==> config.mk <==
export PLATFORM = sky130hd
export DESIGN_NAME = serial_full_adder_flat
export DESIGN_NICKNAME = d
export VERILOG_FILES = /design/src/rtl/serial_full_adder_if.sv /design/src/rtl/serial_full_adder.sv /design/src/flat_wrapper.sv
export SDC_FILE = /design/constraint.sdc
export NUM_CORES = 1
export LEC_CHECK = 0
export CAP_MARGIN = 10
export CORE_ASPECT_RATIO = 1.2
export CORE_MARGIN = 1
export CORE_UTILIZATION = 30
export CTS_CLUSTER_SIZE = 12
export DETAILED_ROUTE_END_ITERATION = 7
export PLACE_DENSITY_LB_ADDON = 0.05
export SETUP_SLACK_MARGIN = 0.2
export SLEW_MARGIN = 20
export SYNTH_ARGS = -nofsm -noshare
export SYNTH_HDL_FRONTEND = slang
export SYNTH_SLANG_ARGS = --single-unit
==> constraint.sdc <==
create_clock -name clk -period 1.68 [get_ports clk]
set_input_delay 0.252 -clock clk [delete_from_list [all_inputs] [get_ports clk]]
set_output_delay 0.252 -clock clk [all_outputs]
set_load 0.01 [all_outputs]
==> src/rtl/serial_full_adder_if.sv <==
// Bundle for the bit-serial adder: operand/start request from the
// master side, serial and parallel results back from the adder.
interface serial_full_adder_if #(
    parameter int WIDTH = 8
);
    logic             start;
    logic [WIDTH-1:0] a;
    logic [WIDTH-1:0] b;
    logic             cin;
    logic             busy;
    logic             sum_bit;
    logic             sum_bit_valid;
    logic             done;
    logic [WIDTH-1:0] sum;
    logic             cout;

    modport master (
        output start, a, b, cin,
        input  busy, sum_bit, sum_bit_valid, done, sum, cout
    );

    modport slave (
        input  start, a, b, cin,
        output busy, sum_bit, sum_bit_valid, done, sum, cout
    );
endinterface

==> src/rtl/serial_full_adder.sv <==
// Bit-serial adder: one full-adder cell plus a carry flip-flop, processing
// one operand bit per clock LSB first, with a registered parallel result.
module serial_full_adder #(
    parameter int WIDTH = 8
) (
    input  logic                clk,
    input  logic                rst,
    serial_full_adder_if.slave  bus
);
    localparam int CW = (WIDTH > 1) ? $clog2(WIDTH) : 1;

    localparam logic [1:0] IDLE  = 2'd0;
    localparam logic [1:0] SHIFT = 2'd1;
    localparam logic [1:0] DONE  = 2'd2;

    logic [1:0]       state;
    logic [WIDTH-1:0] a_sh;
    logic [WIDTH-1:0] b_sh;
    logic             carry;
    logic [CW-1:0]    count;
    logic [WIDTH-1:0] acc;
    logic [WIDTH-1:0] sum_q;
    logic             cout_q;
    logic             sum_bit_q;
    logic             valid_q;
    logic             done_q;

    logic             s_bit;
    logic             c_bit;
    logic [WIDTH-1:0] acc_next;

    // Full-adder cell on the current LSBs and the accumulator with the new bit at the MSB
    always_comb begin
        s_bit    = a_sh[0] ^ b_sh[0] ^ carry;
        c_bit    = (a_sh[0] & b_sh[0]) | (carry & (a_sh[0] ^ b_sh[0]));
        // Shift-then-patch keeps this legal when WIDTH is 1
        acc_next = acc >> 1;
        acc_next[WIDTH-1] = s_bit;
    end

    // Control FSM and datapath registers
    always_ff @(posedge clk) begin
        if (rst) begin
            state     <= IDLE;
            a_sh      <= '0;
            b_sh      <= '0;
            carry     <= 1'b0;
            count     <= '0;
            acc       <= '0;
            sum_q     <= '0;
            cout_q    <= 1'b0;
            sum_bit_q <= 1'b0;
            valid_q   <= 1'b0;
            done_q    <= 1'b0;
        end else begin
            case (state)
                IDLE: begin
                    if (bus.start) begin
                        a_sh  <= bus.a;
                        b_sh  <= bus.b;
                        carry <= bus.cin;
                        count <= '0;
                        acc   <= '0;
                        state <= SHIFT;
                    end
                end
                SHIFT: begin
                    carry     <= c_bit;
                    a_sh      <= a_sh >> 1;
                    b_sh      <= b_sh >> 1;
                    acc       <= acc_next;
                    sum_bit_q <= s_bit;
                    valid_q   <= 1'b1;
                    count     <= count + CW'(1);
                    if (count == CW'(WIDTH - 1)) begin
                        sum_q  <= acc_next;
                        cout_q <= c_bit;
                        done_q <= 1'b1;
                        state  <= DONE;
                    end
                end
                DONE: begin
                    done_q  <= 1'b0;
                    valid_q <= 1'b0;
                    state   <= IDLE;
                end
                default: begin
                    state <= IDLE;
                end
            endcase
        end
    end

    assign bus.busy          = (state != IDLE);
    assign bus.sum_bit       = sum_bit_q;
    assign bus.sum_bit_valid = valid_q;
    assign bus.done          = done_q;
    assign bus.sum           = sum_q;
    assign bus.cout          = cout_q;
endmodule

==> src/flat_wrapper.sv <==
// flat-port wrapper written by rule: the top's interface ports become plain ports
module serial_full_adder_flat 
#(
    parameter int WIDTH = 8
)
  (clk, rst, bus_start, bus_a, bus_b, bus_cin, bus_busy, bus_sum_bit, bus_sum_bit_valid, bus_done, bus_sum, bus_cout);
  serial_full_adder_if #(.WIDTH(WIDTH)) bus_i ();
  input  logic clk;
  input  logic rst;
  input wire logic [$bits(bus_i.start)-1:0] bus_start;
  input wire logic [$bits(bus_i.a)-1:0] bus_a;
  input wire logic [$bits(bus_i.b)-1:0] bus_b;
  input wire logic [$bits(bus_i.cin)-1:0] bus_cin;
  output wire logic [$bits(bus_i.busy)-1:0] bus_busy;
  output wire logic [$bits(bus_i.sum_bit)-1:0] bus_sum_bit;
  output wire logic [$bits(bus_i.sum_bit_valid)-1:0] bus_sum_bit_valid;
  output wire logic [$bits(bus_i.done)-1:0] bus_done;
  output wire logic [$bits(bus_i.sum)-1:0] bus_sum;
  output wire logic [$bits(bus_i.cout)-1:0] bus_cout;
  assign bus_i.start = bus_start;
  assign bus_i.a = bus_a;
  assign bus_i.b = bus_b;
  assign bus_i.cin = bus_cin;
  assign bus_busy = bus_i.busy;
  assign bus_sum_bit = bus_i.sum_bit;
  assign bus_sum_bit_valid = bus_i.sum_bit_valid;
  assign bus_done = bus_i.done;
  assign bus_sum = bus_i.sum;
  assign bus_cout = bus_i.cout;
  serial_full_adder #(.WIDTH(WIDTH)) u_core (.clk(clk), .rst(rst), .bus(bus_i));
endmodule
==> results by group <==
Synth
  • Area share of fa/ha/maj cells after synthesis: 4.92%
  • Syn Area/Cell: 9.82 µm²
  • Compound-Gate Fraction of Synth Area: approximately 20%
  • Main combinational cell family by area after synthesis: compound AO/OA/AOI/OAI gates
  • Netlist cell types: 31
  • Register area share after synthesis: 42.4%
  • Post-Syn Instances: 197
  • XOR/XNOR Fraction of Synth Area: 0.453%
  • Flops & latches, synth: 41
  • Syn_nets: 224
  • Mapped Area: 0.00193 mm²
  • Fraction of synthesized area in multiplexers: 13.1%
  • Synth Area in Simple Gates: 13.8%
  • YS warnings: 0

Die
  • Initial Util: 31.6%
  • Die Footprint: 0.00677 mm²
  • Core Footprint: 0.00613 mm²
  • Rows: 31
  • Chip Height: 90.0 µm
  • I/O pins: 33
  • Die width: 75.3 µm

Route
  • 1st-pass router iterations: 3
  • Vias: roughly 1.5k
  • # DRC: 0
  • DR iter-0 viols: between 40 and 50
  • Drt via density: 4.83
  • ANT nets after route: 0
  • Routed WL: about 4300 µm
  • Drt wl/cell: 13.5 µm

Setup path
  • R2R setup slack: approximately 0.24 ns
  • Element type at the critical path end: flip-flop
  • Worst Path Required: approximately 1.9 ns
  • Cell count of the worst reg-to-reg path: 5
  • Crit path from: u_core.state[1]
  • Critical R2R Launch: u_core.state[1]
  • WS Path Type: reg2reg
  • CP max FO: 32
  • Worst R2R End: u_core.b_sh[5]
  • CP Data Arrival Time: ~1.6 ns
  • Worst setup SP type: flip-flop

Layout
  • Area grow syn2layout: 32.9%
  • Most frequent cells in the layout: 40 x dfxtp_1, 28 x clkdlybuf4s50_1, 27 x nand2_1, 20 x a21oi_1, 17 x mux2i_1
  • Most common cell after layout, fill and taps aside: dfxtp_1
  • N_diodes: 0
  • Ratio of cells with drive above 1 in the final layout: 25.5%
  • Post-route cell area: 0.00257 mm²
  • Fillcell total: 632
  • Net count, final: 261

Hold path
  • Sink of the worst hold path: u_core.b_sh[7]
  • Hold Crit Class: reg2reg
  • Worst Hold Launch: u_core.b_sh[7]
  • Hold path cells: 2

Timing
  • Max Clock Skew: about 0.012 ns
  • Tmin final: 1.44 ns
  • Final TNS setup: 0 ns
  • Max Freq: 693 MHz
  • Final slew viol count: 0
  • Crit share post-route: 85.9%
  • Final WS setup: 0.237 ns
  • Worst slew pin tran: 0.297 ns
  • Final hold vios: 0
  • Final setup vio count: 0
  • RSZ-0062 raised after global routing: yes
  • Slew HR: between 80% and 90%

Run
  • Total of max-cap violations: 0

Clock tree
  • CTS tree: done
  • Clk slew on worst S/H paths: 0.08 ns
  • Worst-Skew Late Latency: 0.30 ns
  • CTS sink cnt: 41
  • Root Driver: clkbuf_8
  • H-tree lvl count: 2
  • Post-CTS setup buffers: 0
  • CTS max path bufs: 2
  • Cts bufs inserted: 5

Pwr
  • PwrDens: 1010 mW/mm²
  • Leak: between 0.9 and 1 nW
  • Worst IR Drop VDD: 377 µV

Global routing
  • Initial antenna violation count: 0
  • GR Overflow Total: 0
  • Vias in the first global route: 1,583
  • First-pass GRT wire length: 7200 µm
  • Total GRT Usage: 13.8%
  • Largest net degree at the start of global routing: 33

Place
  • Final Wtd Congestion: 0.741
  • Dpl ws: between 0.06 and 0.07 ns
  • Final HPWL DP: about 2900 µm
  • Port Buf Inserts: 32
  • Post-DP Area: 0.00236 mm²

Run status
  • Status: finished clean
worst max-delay path: stages, from the launching register on:
cell	delay [ns]
dfxtp_4	0.37
inv_4	0.08
ha_4	0.17
mux2_8	0.48
nor2_1	0.16
a211oi_2	0.06
Yosys cell counts:
cell type,n,share of area (%)
nand3_1,1,0.26
buf_6,1,0.58
a2111oi_1,1,0.52
dfxtp_1,41,42
a32oi_1,9,4.1
a211oi_2,13,8.4
a21oi_1,20,5.2
buf_4,3,1.2
clkbuf_1,4,0.78
buf_2,3,0.78
nor2b_1,2,0.65
o21ai_0,2,0.52
buf_8,1,0.78
inv_2,1,0.19
and3_1,1,0.32
inv_1,3,0.58
and2_1,1,0.32
a211oi_1,4,1.6
xnor2_1,1,0.45
ha_1,6,3.9
nor2_2,10,3.2
buf_1,1,0.19
mux2_4,1,0.78
fa_1,1,1.0
nand3b_1,2,0.78
nand2b_1,1,0.32
mux2i_1,17,8.8
mux2_2,6,3.5
nor2_1,11,2.1
nand2_1,28,5.4
or2b_1,1,0.39
sequential cells by signal (all words and copies together), names as in the netlist:
name / cells
u_core.a_sh: 8
u_core.acc: 7
u_core.b_sh: 8
u_core.bus.cout: 1
u_core.bus.done: 1
u_core.bus.sum: 8
u_core.bus.sum_bit: 1
u_core.bus.sum_bit_valid: 1
u_core.carry: 1
u_core.count: 3
u_core.state: 2
layer usage:
layer	wire length, µm	vias up	global-route usage, %
li1	-	775	-
met1	1930	729	17.0
met2	2150	21	22.6
met3	136	6	3.59
met4	63	0	4.94
met5	0	-	0
worst max-delay path by stage:
stage	end	slack [ns]	cells past startpoint
6_report	u_core.b_sh[5]	0.24	5
3_3_place_gp	u_core.bus.sum[7]	0.09	6
5_1_grt	u_core.a_sh[1]	0.18	5
3_5_place_dp	u_core.b_sh[4]	0.06	5
2_1_floorplan	u_core.b_sh[4]	0.22	6
4_1_cts	u_core.b_sh[6]	0.18	5
timing repair:
action	4_1_cts	5_1_grt
hold buffers	0	0
setup endpoints to repair	39	24
gates resized for setup	9	11
pin swaps	0	1
cloned	1	0
final cells by class:
class / count / area (µm²) / share of cell area, %
Clock buffer: 5 / 68.8 / 2.68
Clock inverter: 3 / 46.3 / 1.80
Inverter: 4 / 17.5 / 0.682
Multi-Input combinational cell: 139 / 1070 / 41.5
Sequential cell: 41 / 825 / 32.1
Tap cell: 82 / 103 / 3.99
Timing Repair Buffer: 43 / 443 / 17.2
power by group:
| part | leakage, nW | internal (mW) | switching, mW |
|---|---|---|---|
| registers | 0.336 | 1.06 | 0.0575 |
| clock network | 0.0543 | 0.445 | 0.353 |
| logic | 0.566 | 0.351 | 0.346 |
stage by stage:
stage,util (%),hold WS [ns],std cells,total power [mW]
6_report,41.9,0.458,317,2.61
5_1_grt,41.9,0.479,317,2.76
4_1_cts,41.4,0.468,317,2.65
3_5_place_dp,38.6,0.453,308,1.78
3_3_place_gp,38.6,0.444,308,1.76
2_1_floorplan,-,0.334,197,1.59
cell families (layout without fill, tap and decap cells):
kind of cell	after synthesis	count (layout)
adders and majority gates	7	7
xor gates and xnor gates	1	1
AOI/OAI and AO/OA	49	49
buffers and inverters	17	55
and+or+nand+nor	58	58
muxes	24	24
DFF	41	41
Power figures use the tool's default switching activity.
